--- src/rtl/io_bus_arbiter.sv ---
// Two-master round-robin arbiter for the peripheral strobe bus. Only one
// transaction is in flight at a time. Slave strobes and master responses are registered.
module io_bus_arbiter #(
  parameter int ADDR_W     = 32,
  parameter int DATA_W     = 32,
  parameter int RD_LATENCY = 1
) (
  input  logic              clk,
  input  logic              rst,
  input  logic [ADDR_W-1:0] m0_addr,
  input  logic [DATA_W-1:0] m0_wdata,
  input  logic              m0_rd,
  input  logic [3:0]        m0_wr_strobe,
  output logic [DATA_W-1:0] m0_rdata,
  output logic              m0_done,
  input  logic [ADDR_W-1:0] m1_addr,
  input  logic [DATA_W-1:0] m1_wdata,
  input  logic              m1_rd,
  input  logic [3:0]        m1_wr_strobe,
  output logic [DATA_W-1:0] m1_rdata,
  output logic              m1_done,
  output logic [ADDR_W-1:0] s_addr,
  output logic [DATA_W-1:0] s_wdata,
  output logic              s_rd_strobe,
  output logic [3:0]        s_wr_strobe,
  input  logic [DATA_W-1:0] s_rdata,
  output logic [1:0]        grant,
  output logic              busy,
  output logic [1:0]        dbg_state
);

  // Handshake: a master holds addr/wdata/request level until its mN_done
  // pulse (one cycle), then drops the request; the arbiter samples requests only in IDLE.
  typedef enum logic [1:0] {
    IDLE  = 2'd0,
    ISSUE = 2'd1,
    WAIT  = 2'd2,
    DONE  = 2'd3
  } state_t;

  state_t            state_q;
  logic [3:0]        cnt_q;
  logic              is_rd_q;
  logic              last_q;
  logic [1:0]        grant_q;
  logic [ADDR_W-1:0] s_addr_q;
  logic [DATA_W-1:0] s_wdata_q;
  logic              s_rd_strobe_q;
  logic [3:0]        s_wr_strobe_q;
  logic [DATA_W-1:0] m0_rdata_q;
  logic [DATA_W-1:0] m1_rdata_q;
  logic              m0_done_q;
  logic              m1_done_q;

  logic              req0;
  logic              req1;
  logic              pick1;
  logic              sel_rd;
  logic [3:0]        sel_wr;
  logic [ADDR_W-1:0] sel_addr;
  logic [DATA_W-1:0] sel_wdata;

  // last_q holds the index of the previous owner; on a tie the other master wins.
  always_comb begin
    req0      = m0_rd | (|m0_wr_strobe);
    req1      = m1_rd | (|m1_wr_strobe);
    pick1     = req1 & (~req0 | ~last_q);
    sel_rd    = pick1 ? m1_rd        : m0_rd;
    sel_wr    = pick1 ? m1_wr_strobe : m0_wr_strobe;
    sel_addr  = pick1 ? m1_addr      : m0_addr;
    sel_wdata = pick1 ? m1_wdata     : m0_wdata;
  end

  always_ff @(posedge clk or negedge rst) begin
    if (!rst) begin
      state_q       <= IDLE;
      cnt_q         <= 4'd0;
      is_rd_q       <= 1'b0;
      last_q        <= 1'b1;
      grant_q       <= 2'b00;
      s_addr_q      <= '0;
      s_wdata_q     <= '0;
      s_rd_strobe_q <= 1'b0;
      s_wr_strobe_q <= 4'h0;
      m0_rdata_q    <= '0;
      m1_rdata_q    <= '0;
      m0_done_q     <= 1'b0;
      m1_done_q     <= 1'b0;
    end else begin
      case (state_q)
        IDLE: begin
          if (req0 | req1) begin
            grant_q       <= pick1 ? 2'b10 : 2'b01;
            is_rd_q       <= sel_rd;
            s_addr_q      <= sel_addr;
            s_wdata_q     <= sel_wdata;
            // Strobes are launched here so they are high exactly during ISSUE.
            s_rd_strobe_q <= sel_rd;
            s_wr_strobe_q <= sel_rd ? 4'h0 : sel_wr;
            state_q       <= ISSUE;
          end
        end
        ISSUE: begin
          s_rd_strobe_q <= 1'b0;
          s_wr_strobe_q <= 4'h0;
          if (is_rd_q) begin
            cnt_q   <= 4'(RD_LATENCY);
            state_q <= WAIT;
          end else begin
            m0_done_q <= grant_q[0];
            m1_done_q <= grant_q[1];
            state_q   <= DONE;
          end
        end
        WAIT: begin
          cnt_q <= cnt_q - 4'd1;
          if (cnt_q == 4'd1) begin
            if (grant_q[0]) m0_rdata_q <= s_rdata;
            if (grant_q[1]) m1_rdata_q <= s_rdata;
            m0_done_q <= grant_q[0];
            m1_done_q <= grant_q[1];
            state_q   <= DONE;
          end
        end
        DONE: begin
          m0_done_q <= 1'b0;
          m1_done_q <= 1'b0;
          last_q    <= grant_q[1];
          grant_q   <= 2'b00;
          state_q   <= IDLE;
        end
        default: state_q <= IDLE;
      endcase
    end
  end

  assign s_addr      = s_addr_q;
  assign s_wdata     = s_wdata_q;
  assign s_rd_strobe = s_rd_strobe_q;
  assign s_wr_strobe = s_wr_strobe_q;
  assign m0_rdata    = m0_rdata_q;
  assign m1_rdata    = m1_rdata_q;
  assign m0_done     = m0_done_q;
  assign m1_done     = m1_done_q;
  assign grant       = grant_q;
  assign busy        = (state_q != IDLE);
  assign dbg_state   = state_q;

endmodule

--- config.mk ---
export PLATFORM = sky130hd
export DESIGN_NAME = io_bus_arbiter
export DESIGN_NICKNAME = d
export VERILOG_FILES = /design/src/rtl/io_bus_arbiter.sv
export SDC_FILE = /design/constraint.sdc
export NUM_CORES = 1
export LEC_CHECK = 0
export BUFFER_PORTS_ARGS = -buffer_cell sky130_fd_sc_hd__buf_2
export CAP_MARGIN = 25
export CORE_MARGIN = 5
export CORE_UTILIZATION = 46
export DETAILED_ROUTE_END_ITERATION = 8
export PLACE_DENSITY = 0.77
export SYNTH_ARGS = -nofsm -noshare
export SYNTH_HDL_FRONTEND = slang
export SYNTH_SLANG_ARGS = --single-unit
--- constraint.sdc ---
create_clock -name clk -period 2 [get_ports clk]
set_input_delay 0.1 -clock clk [delete_from_list [all_inputs] [get_ports clk]]
set_output_delay 0.1 -clock clk [all_outputs]
set_load 0.005 [all_outputs]
==> Word-level counts from Yosys, hierarchy flattened <==
Cells that the tools add are included.
W data, S select, Z words.
{ "classes": {"muxes": 24, "reduce_logical": 16, "bitwise_logic": 7, "addsub": 1, "n_eq_ne": 8} }
{ "op_table": {"columns": ["operator", "count"], "rows": [
  ["$mux W32", 2],
  ["$mux W4", 4],
  ["$pmux W4 S2", 2],
  ["$reduce_and A2 Y1", 5],
  ["$reduce_and A3 Y1", 3],
  ["$mux W2", 4],
  ["$ne A2 B2 Y1 const B", 4],
  ["$pmux W2 S4", 1],
  ["$reduce_bool A2 Y1", 4],
  ["$reduce_or A4 Y1", 2],
  ["$mux W1", 7],
  ["$pmux W1 S3", 2],
  ["$eq A2 B2 Y1 const B", 2],
  ["$eq A4 B1 Y1 const B", 1],
  ["$or A1 B1 Y1", 4],
  ["$pmux W2 S2", 1],
  ["$sub A4 B1 Y4 const B", 1],
  ["$reduce_bool A3 Y1", 1],
  ["$eq A2 B1 Y1 const B", 1],
  ["$logic_not A2 Y1", 1],
  ["$not A1 Y1", 2],
  ["$pmux W1 S2", 1],
  ["$and A1 B1 Y1", 1]
]} }
{ "word_totals": {"ff_bits": 145, "out_inout_bits": 140, "word_cells": 69} }

==> Logic depth before layout (Yosys ltp) <==
Gate-level depths: netlist (run 1).
{ "depth": {"word_depth": 9, "mapped_depth": 8, "mapped_depth_nobuf": 6} }

==> Worst setup path before layout (run 1) <==
OpenSTA, ideal clock, no wires.
{ "synth_path": {"path_type": "register to register", "startpoint": "register state_q[0] (netlist: dbg_state[0])", "endpoint": "register m0_rdata_q[10] (netlist: m0_rdata[10])", "required_ns": 1.875, "n_path_buf": 1, "setup_ns": 0.125, "period_less_slack_ns": 1.882, "setup_slack_ns": 0.118, "path_stages_with_launch": 7, "t_arrival_ns": 1.757, "path_cell_list": "dfrtp_1 > inv_1 > ha_1 > and3_1 > nand2_1 > buf_1 > mux2_2"} }
{ "synth_via": {"elab_chain_len": 2} }
{ "synth_lines": {"columns": ["item", "line_no", "rtl"], "rows": [
  ["start, declared", "41", "state_t state_q;"],
  ["start signal, assigned", "76", "state_q <= IDLE;"],
  ["start signal, assigned", "100", "state_q <= ISSUE;"],
  ["start signal, assigned", "108", "state_q <= WAIT;"],
  ["$eq A2 B2 Y1", "90", "case (state_q)"],
  ["$reduce_and A3 Y1 (no source line)", null, null],
  ["end signal, assigned", "118", "if (grant_q[0]) m0_rdata_q <= s_rdata;"],
  ["end, declared", "50", "logic [DATA_W-1:0] m0_rdata_q;"]
]} }
No other way between the ends.
A chain may end at the register's enable or synchronous reset.

==> Worst setup path in the final report (run 1) <==
{ "layout_path": {"startpoint": "register last_q", "endpoint": "register s_wdata_q[27] (netlist: s_wdata[27])"} }
{ "layout_via": {"elab_chain_len": 4} }
{ "layout_lines": {"columns": ["item", "line_no", "rtl"], "rows": [
  ["start, declared", "44", "logic last_q;"],
  ["start signal, assigned", "128", "last_q <= grant_q[1];"],
  ["$not A1 Y1", "67", "pick1 = req1 & (~req0 | ~last_q);"],
  ["$or A1 B1 Y1", "67", null],
  ["$and A1 B1 Y1", "67", null],
  ["$mux W32", "71", "sel_wdata = pick1 ? m1_wdata : m0_wdata;"],
  ["end signal, assigned", "96", "s_wdata_q <= sel_wdata;"],
  ["end, declared", "47", "logic [DATA_W-1:0] s_wdata_q;"]
]} }
No other way between the ends.

==> results of run 1 <==
-- metrics by stage --
step	power (mW)	cell area [sq um]	utilization
after CTS	14.27	10110	0.7607
final	14.59	10180	0.7656
after floorplan	8.025	6265	-
after global routing	15.50	10180	0.7656
after global placement	10.74	8270	0.6221
after detailed placement	10.99	8270	0.6221
-- logic make-up after synthesis --
group,share of synthesized area
flops,0.5794
mux,0.2207
simple gates,0.07090
compound gates,0.08568
buf+inv,0.02936
fa+ha+maj,0.01398
-- power groups by stage --
stage | registers, mW | clock network (mW) | logic [mW]
after detailed placement | 5.26 | 0 | 5.73
final | 5.29 | 3.02 | 6.28
after CTS | 5.23 | 3.08 | 5.96
after floorplan | 5.30 | 0 | 2.72
after global placement | 5.19 | 0 | 5.56
after global routing | 5.45 | 3.21 | 6.83
-- what timing repair did --
item | 4_1_cts | 5_1_grt
setup endpoints to repair | 0 | 7
hold endpoints to repair | 236 | 0
hold buffers | 127 | 0
setup buffers | 0 | 2
-- path summary, 6_finish.rpt --
| path | startpoint | endpoint | slack (ns) | cells after the start |
|---|---|---|---|---|
| max | last_q$_DFFE_PN1P_ | s_wdata[27]$_DFFE_PN0P_ | 0.02 | 6 |
| min | m1_addr[31] | s_addr[31]$_DFFE_PN0P_ | 0.01 | 3 |
| max reg2reg | last_q$_DFFE_PN1P_ | s_wdata[27]$_DFFE_PN0P_ | 0.02 | 6 |
| min reg2reg | s_addr[4]$_DFFE_PN0P_ | s_addr[4]$_DFFE_PN0P_ | 0.47 | 2 |
| max in group asynchronous | rst | m1_rdata[13]$_DFFE_PN0P_ | 1.18 | 3 |
| min in group asynchronous | rst | m1_rdata[22]$_DFFE_PN0P_ | 0.17 | 2 |
-- area by class of cell --
type / count / area, sq um
sequential: 145 / 3630
timing repair buffer: 469 / 3264
fill: 767 / 3117
multi-input combinational: 337 / 2462
clock buffer: 18 / 439.2
tap: 176 / 220.2
clock inverter: 14 / 132.6
inverter: 8 / 30.03
-- critical path: stages (launching register included) --
cell and delay, ns:
dfstp_2 0.57, o21ai_2 0.09, o21ai_4 0.12, buf_12 0.16, mux2i_1 0.20, dlygate4sd3_1 0.58, o21ai_0 0.10
-- synth_stat cells, types with 3 or more instances --
cell and n:
mux2i_1 65, buf_1 6, mux2_2 65, ha_1 7
a22oi_1 3, o21ai_1 13, nand3b_1 3, dfrtp_1 144
nor2_1 8, buf_2 9, o21ai_0 68, clkbuf_1 7
nand2_1 79, buf_4 5, inv_1 8
-- flip-flops by register name (all words and copies together) (netlist names) --
register / cells
cnt_q: 4
dbg_state: 2
grant: 2
is_rd_q: 1
last_q: 1
m0_done: 1
m0_rdata: 32
m1_done: 1
m1_rdata: 32
s_addr: 32
s_rd_strobe: 1
s_wdata: 32
s_wr_strobe: 4
-- per-layer routing --
metal | vias to the layer above | wire length [microns] | global-route usage | part of all wire
met4 | 2 | 1396 | 0.1647 | 0.062
met1 | 2914 | 8276 | 0.3134 | 0.37
met2 | 377 | 10970 | 0.4530 | 0.49
met3 | 91 | 1928 | 0.07776 | 0.085
met5 | - | 7 | 0 | 0.00031
li1 | 2739 | - | - | -
==> summary by stage, run 1 <==
Min path
The worst hold path class is in2reg.

Critical path
The worst setup path is captured at a flop. The kind of start point of the critical path is a flop. For the worst setup path, the data arrival time is approximately 2.2 ns. The required arrival time at the worst endpoint is ~2.3 ns.

The worst setup path is of the reg2reg kind. Along the worst path, the maximum fanout reaches 5.

Synth
The dominant cell type by area after synthesis is dfrtp_1. Sorting the synthesized cells by area gives the leading types as dfrtp_1, mux2_2, mux2i_1, o21ai_0, nand2_1. After synthesis, the mean cell area works out to 12.07 sq um. During synthesis, Yosys emitted a total of 0 warnings. Counting every instance in the synthesized netlist gives 519. Among all flip-flop cells after synthesis, the most frequent one is dfrtp_1. The number of synthesized flops with an enable pin is 0.

The post-synthesis async set-or-reset flop share is 1.000. After synthesis the netlist holds a flip-flop and latch count of between 100 and 150. The post-synthesis sequential area ratio is 0.5794. The count of distinct cell types in the synthesized netlist is 38. The top cell type's share of synthesized area is 0.5752.

When the netlist entered floorplanning its net count stood at between 600 and 700. After synthesis the cells add up to 6265 sq um.

Finish
The repair_antennas step left the layout with diodes totalling 0. The area growth from synthesis to layout is 62.47%. The number of nets at the end of the flow is 1,157. The library cell used most frequently in the layout, excluding fill and tap cells, is buf_2. Excluding fillers, the count of instances in the completed layout stands at approximately 1,200. In the layout the commonest cells are buf_2, dfrtp_1, dlygate4sd3_1. In the final layout, the share of cells above drive strength 1 is 0.4490.

CTS
TritonCTS built the clock tree. The post-cts repair resize count is 0. In this run, CTS created clock tree buffers numbering 17. The later pin in the worst-skew pair is clocked with a latency of slightly above 0.4 ns. The post-CTS clock slew at the launch and capture registers of the worst setup and hold paths is roughly 0.06 ns. The longest clock path from root to sink contains 2 buffers. The cell sitting at the root of the clock tree is a clkbuf_16. The number of levels in the clock H-tree is 4. Counting every sink on the clock net gives 145.

Place
The number of port buffers is just over 300. Timing analysis after detailed placement gives a worst setup slack of roughly 0.058 ns. The final weighted congestion in routability-driven placement is between 0.8 and 0.9. The number of placed instances, taps included, is about 1,000.

The detailed placer's ending HPWL is around 14,000 microns.

Power
Of the total power, the share spent switching nets is 0.3591. The power per cell area is 1433 nW/um^2. For this design the total switching power over the nets is ~5.2 mW. Across the VDD grid, the largest voltage drop is 0.7072 mV. Internal power comes to about 9.3 mW. The leakage power summed over all cells is slightly above 5 nW. The portion of total power attributed to sequential cells is 0.363.

The power share of the combinational group is 0.430. Of the total power, the clock network draws 0.207.

GRT
The global routing usage summed across all routing layers is 0.2730. The number of antenna violations at the first check in global routing is 1. The first global-routing pass estimated 34,680 microns of wire. Entering global routing, the biggest net connects 49 pins. The total congestion overflow is 0. The number of global-route vias before repair came to roughly 6,600.

Drt
The first detailed-routing pass took 4 iterations. The post-route DRC violation count is 0. In this run, the number of DRC markers left after iteration 0 of detailed routing was approximately 300. The wire length after detailed routing is roughly 23,000 microns. After detailed routing, the average wire length per cell comes to 19.35 microns. The detailed-route via count is 6,123. After detailed routing, the number of vias per cell comes to around 5.2. The number of nets with antenna violations after routing is 0.

Floorplan
The die height is around 130 microns. The starting utilization of the core area is 0.4712. During I/O placement, the number of pins put on the boundary was between 300 and 400. The floorplan has 42 rows.

The area of the die is 16,050 sq um. The die is about 130 microns wide. The core footprint is roughly 13,000 sq um.

Job
The tool flagged a number of max-cap violations equal to 0.

Timing
The remaining max-slew budget at the tightest pin is 0.6768. The total negative slack is 0 ns. The number of slew-limit violations in the final report is 0.

Across all setup checks in the final design, the least slack found is 0.02446 ns. At the pin with the least slew margin, the transition time is about 0.48 ns. In the finished design, the share of the clock period the worst path needs comes to 0.9878. Static timing analysis puts the maximum clock frequency at about 500 MHz. The final clock skew is 0.007237 ns. The clock period minus worst slack is 1.976 ns. Setup violations remaining at the end of the flow were counted as 0. Hold timing on the final database bottoms out at a slack of between 0.01 and 0.015 ns. The total count of hold-check failures in the final report is 0.

Status
The run finished with clean final reports.
Note: power is estimated with default switching activity, not from simulation.
==> run 2, diff against run 1 <==
Settings changed: PLACE_DENSITY 0.77 to 0.76.
==> summary by stage, run 2 (same netlist as run 1, synthesis figures left out) <==
Power
The leakage power summed over all cells is 5.080 nW. The power per cell area is roughly 1400 nW/um^2. The peak ir drop on the vdd network is around 0.8 mV.

Drt
The via density per instance is 5.289. The wire length after detailed routing is ~23,000 microns. In the routed design, unresolved DRC markers number 0. The detail route stage leaves a number of antenna-violating nets equal to 0.

The number of DRC markers after the initial detailed-route iteration is roughly 410. The iteration count of the initial detailed-routing pass is 5. The detailed-route via count is ~6,200. In the final routed layout, each cell accounts on average for 19.97 microns.

GRT
The global routing usage summed across all routing layers is 0.2883. The total congestion overflow is 0. Entering global routing, the biggest net connects between 100 and 150 pins.

The first global-routing pass estimated 36,360 microns of wire. The number of global-route vias before repair is about 6,900. The number of antenna violations at the first check in global routing is 1.

Place
The congestion estimate from routability-driven global placement came to ~0.85. The wire-length estimate of the detail-placed layout is 13,850 microns. The placement-stage worst setup slack is around 0.052 ns. The number of instances in the placed design is roughly 1,000.

The number of port buffers is approximately 310.

Timing
The clock period minus worst slack is approximately 2.0 ns. In this run the tightest slew margin relative to its limit is 0.6397. The number of slew-limit violations in the final report came to 0. For the pin with the worst max-slew slack, the measured transition is 0.5404 ns. The final clock skew is just over 0.009 ns. The number of setup violations in the final report is 0. Dividing the final minimum period by the clock period gives 0.9784. The fmax is between 500 and 600 MHz. The hold slack is approximately 0.014 ns. The worst path meets setup with 0.04314 ns of slack. The total count of hold-check failures in the final report is 0.

Critical path
In this run the worst setup path begins at last_q$_DFFE_PN1P_. The critical path capture point is s_wdata[22]$_DFFE_PN0P_. The setup path with the least slack is of type reg2reg. The worst setup path is captured at a flop. The largest fanout on the critical path is 7. For the worst setup path, the data arrival time is between 2 and 2.5 ns. The reg-to-reg critical path startpoint is last_q$_DFFE_PN1P_. The slack of the worst reg-to-reg path is between 0.04 and 0.05 ns.

The required arrival time at the worst endpoint is ~2.3 ns. For the worst flop-to-flop path, the logic depth is 6. The worst setup path is launched from a flop. The endpoint of the worst-slack reg-to-reg timing path is s_wdata[22]$_DFFE_PN0P_.

Finish
The final core utilization is 0.7718. In the layout the commonest cells are buf_2, dfrtp_1, dlygate4sd3_1. The number of nets at the end of the flow is 1,165. The most common library cell in the layout ignoring fill and taps is buf_2. Compared with the post-synthesis result, the final layout area differs by 63.79%.

The finished layout holds around 1,200 standard cells, fillers aside. Of the cells placed in the final design, the portion with a size suffix greater than 1 is 0.4444.

CTS
The cell sitting at the root of the clock tree is a clkbuf_16. The number of clock buffers inserted by TritonCTS is 17. The clock reaches the later pin of the worst-skew pair after about 0.42 ns.

The longest clock path from root to sink contains 2 buffers. The clock net in this run drives a total of around 150 sinks. Clock-pin slew was measured on the worst setup and hold paths at ~0.060 ns. The TritonCTS clock tree is done. The number of levels in the clock H-tree is 4.

Floorplan
The core footprint is around 13,000 sq um. The die height is about 130 microns. The die covers around 16,000 sq um. The floorplan has 42 rows.

The starting utilization of the core area is 0.4712. Pin placement for this block handled around 310 I/O pins. The width of the chip is 126.7 microns.

Status
The run finished with clean final reports.

Job
Max-cap violations in this run came to 0.

Min path
The worst hold path belongs to the class in2reg.
-- run 2: cell types whose count changed in the layout (fill, tap and decap cells not counted), sizes merged --
cell / change
clkinv: -1
clkinvlp: -2
buf: -3
diode: +1
dlygate4sd3: +11
bufinv: +3
-- run 2: where the power goes --
| group | internal [mW] | total, mW | switching [mW] | leakage (nW) |
|---|---|---|---|---|
| clock | 2.15 | 3.43 | 1.29 | 0.313 |
| combinational | 2.99 | 6.07 | 3.08 | 3.02 |
| sequential | 4.42 | 5.34 | 0.921 | 1.75 |
| total | 9.56 | 14.8 | 5.29 | 5.08 |
-- run 2: per-layer routing --
| layer | track usage | vias up | wire length [microns] |
|---|---|---|---|
| met5 | 0 | - | 0 |
| met4 | 0.1748 | 0 | 1487 |
| met3 | 0.07398 | 116 | 2000 |
| met2 | 0.4891 | 418 | 11560 |
| met1 | 0.3263 | 2939 | 8434 |
| li1 | - | 2747 | - |
-- run 2: worst max-delay path, cell delays in order, from the launching register on --
cell and delay (ns):
dfstp_2 0.56, o21ai_2 0.08, o21ai_4 0.13, buf_12 0.19
mux2i_1 0.17, dlygate4sd3_1 0.57, o21ai_0 0.10
-- run 2: through the flow --
stage | setup TNS (ns) | instance area [sq um] | power (mW)
2_1_floorplan | 0 | 6265 | 8.025
3_3_place_gp | 0 | 8145 | 10.38
3_5_place_dp | 0 | 8145 | 10.67
4_1_cts | 0 | 10170 | 14.40
5_1_grt | -0.002653 | 10260 | 15.70
6_report | 0 | 10260 | 14.84
-- run 2: cell type report --
type	count	area, sq um
diodes	1	2.502
clock buffers	18	439.2
clock inverters	14	205.2
fillers	762	3034
inverters	8	30.03
multi-input cells	337	2470
flip-flops and latches	145	3630
well taps	176	220.2
repair buffers	477	3264
-- run 2: worst min-delay path by stage --
| stage | start | to | slack (ns) | cells after the start |
|---|---|---|---|---|
| 6_report | m1_addr[5] | s_addr[5]$_DFFE_PN0P_ | 0.01 | 3 |
| 5_1_grt | m0_wdata[21] | s_wdata[21]$_DFFE_PN0P_ | 0.0004 | 3 |
| 4_1_cts | m1_addr[5] | s_addr[5]$_DFFE_PN0P_ | 0.0008 | 3 |
| 3_5_place_dp | rst | s_wdata[30]$_DFFE_PN0P_ | 0.04 | 1 |
| 3_3_place_gp | rst | s_wdata[30]$_DFFE_PN0P_ | 0.03 | 1 |
| 2_1_floorplan | rst | cnt_q[0]$_DFFE_PN0P_ | -0.20 | 0 |
-- run 2: timing repair --
action / CTS / global route
setup endpoints to repair: 0 / 6
resized for setup: 0 / 2
setup buffers: 0 / 4
hold endpoints to repair: 169 / 1
hold buffers: 138 / 1
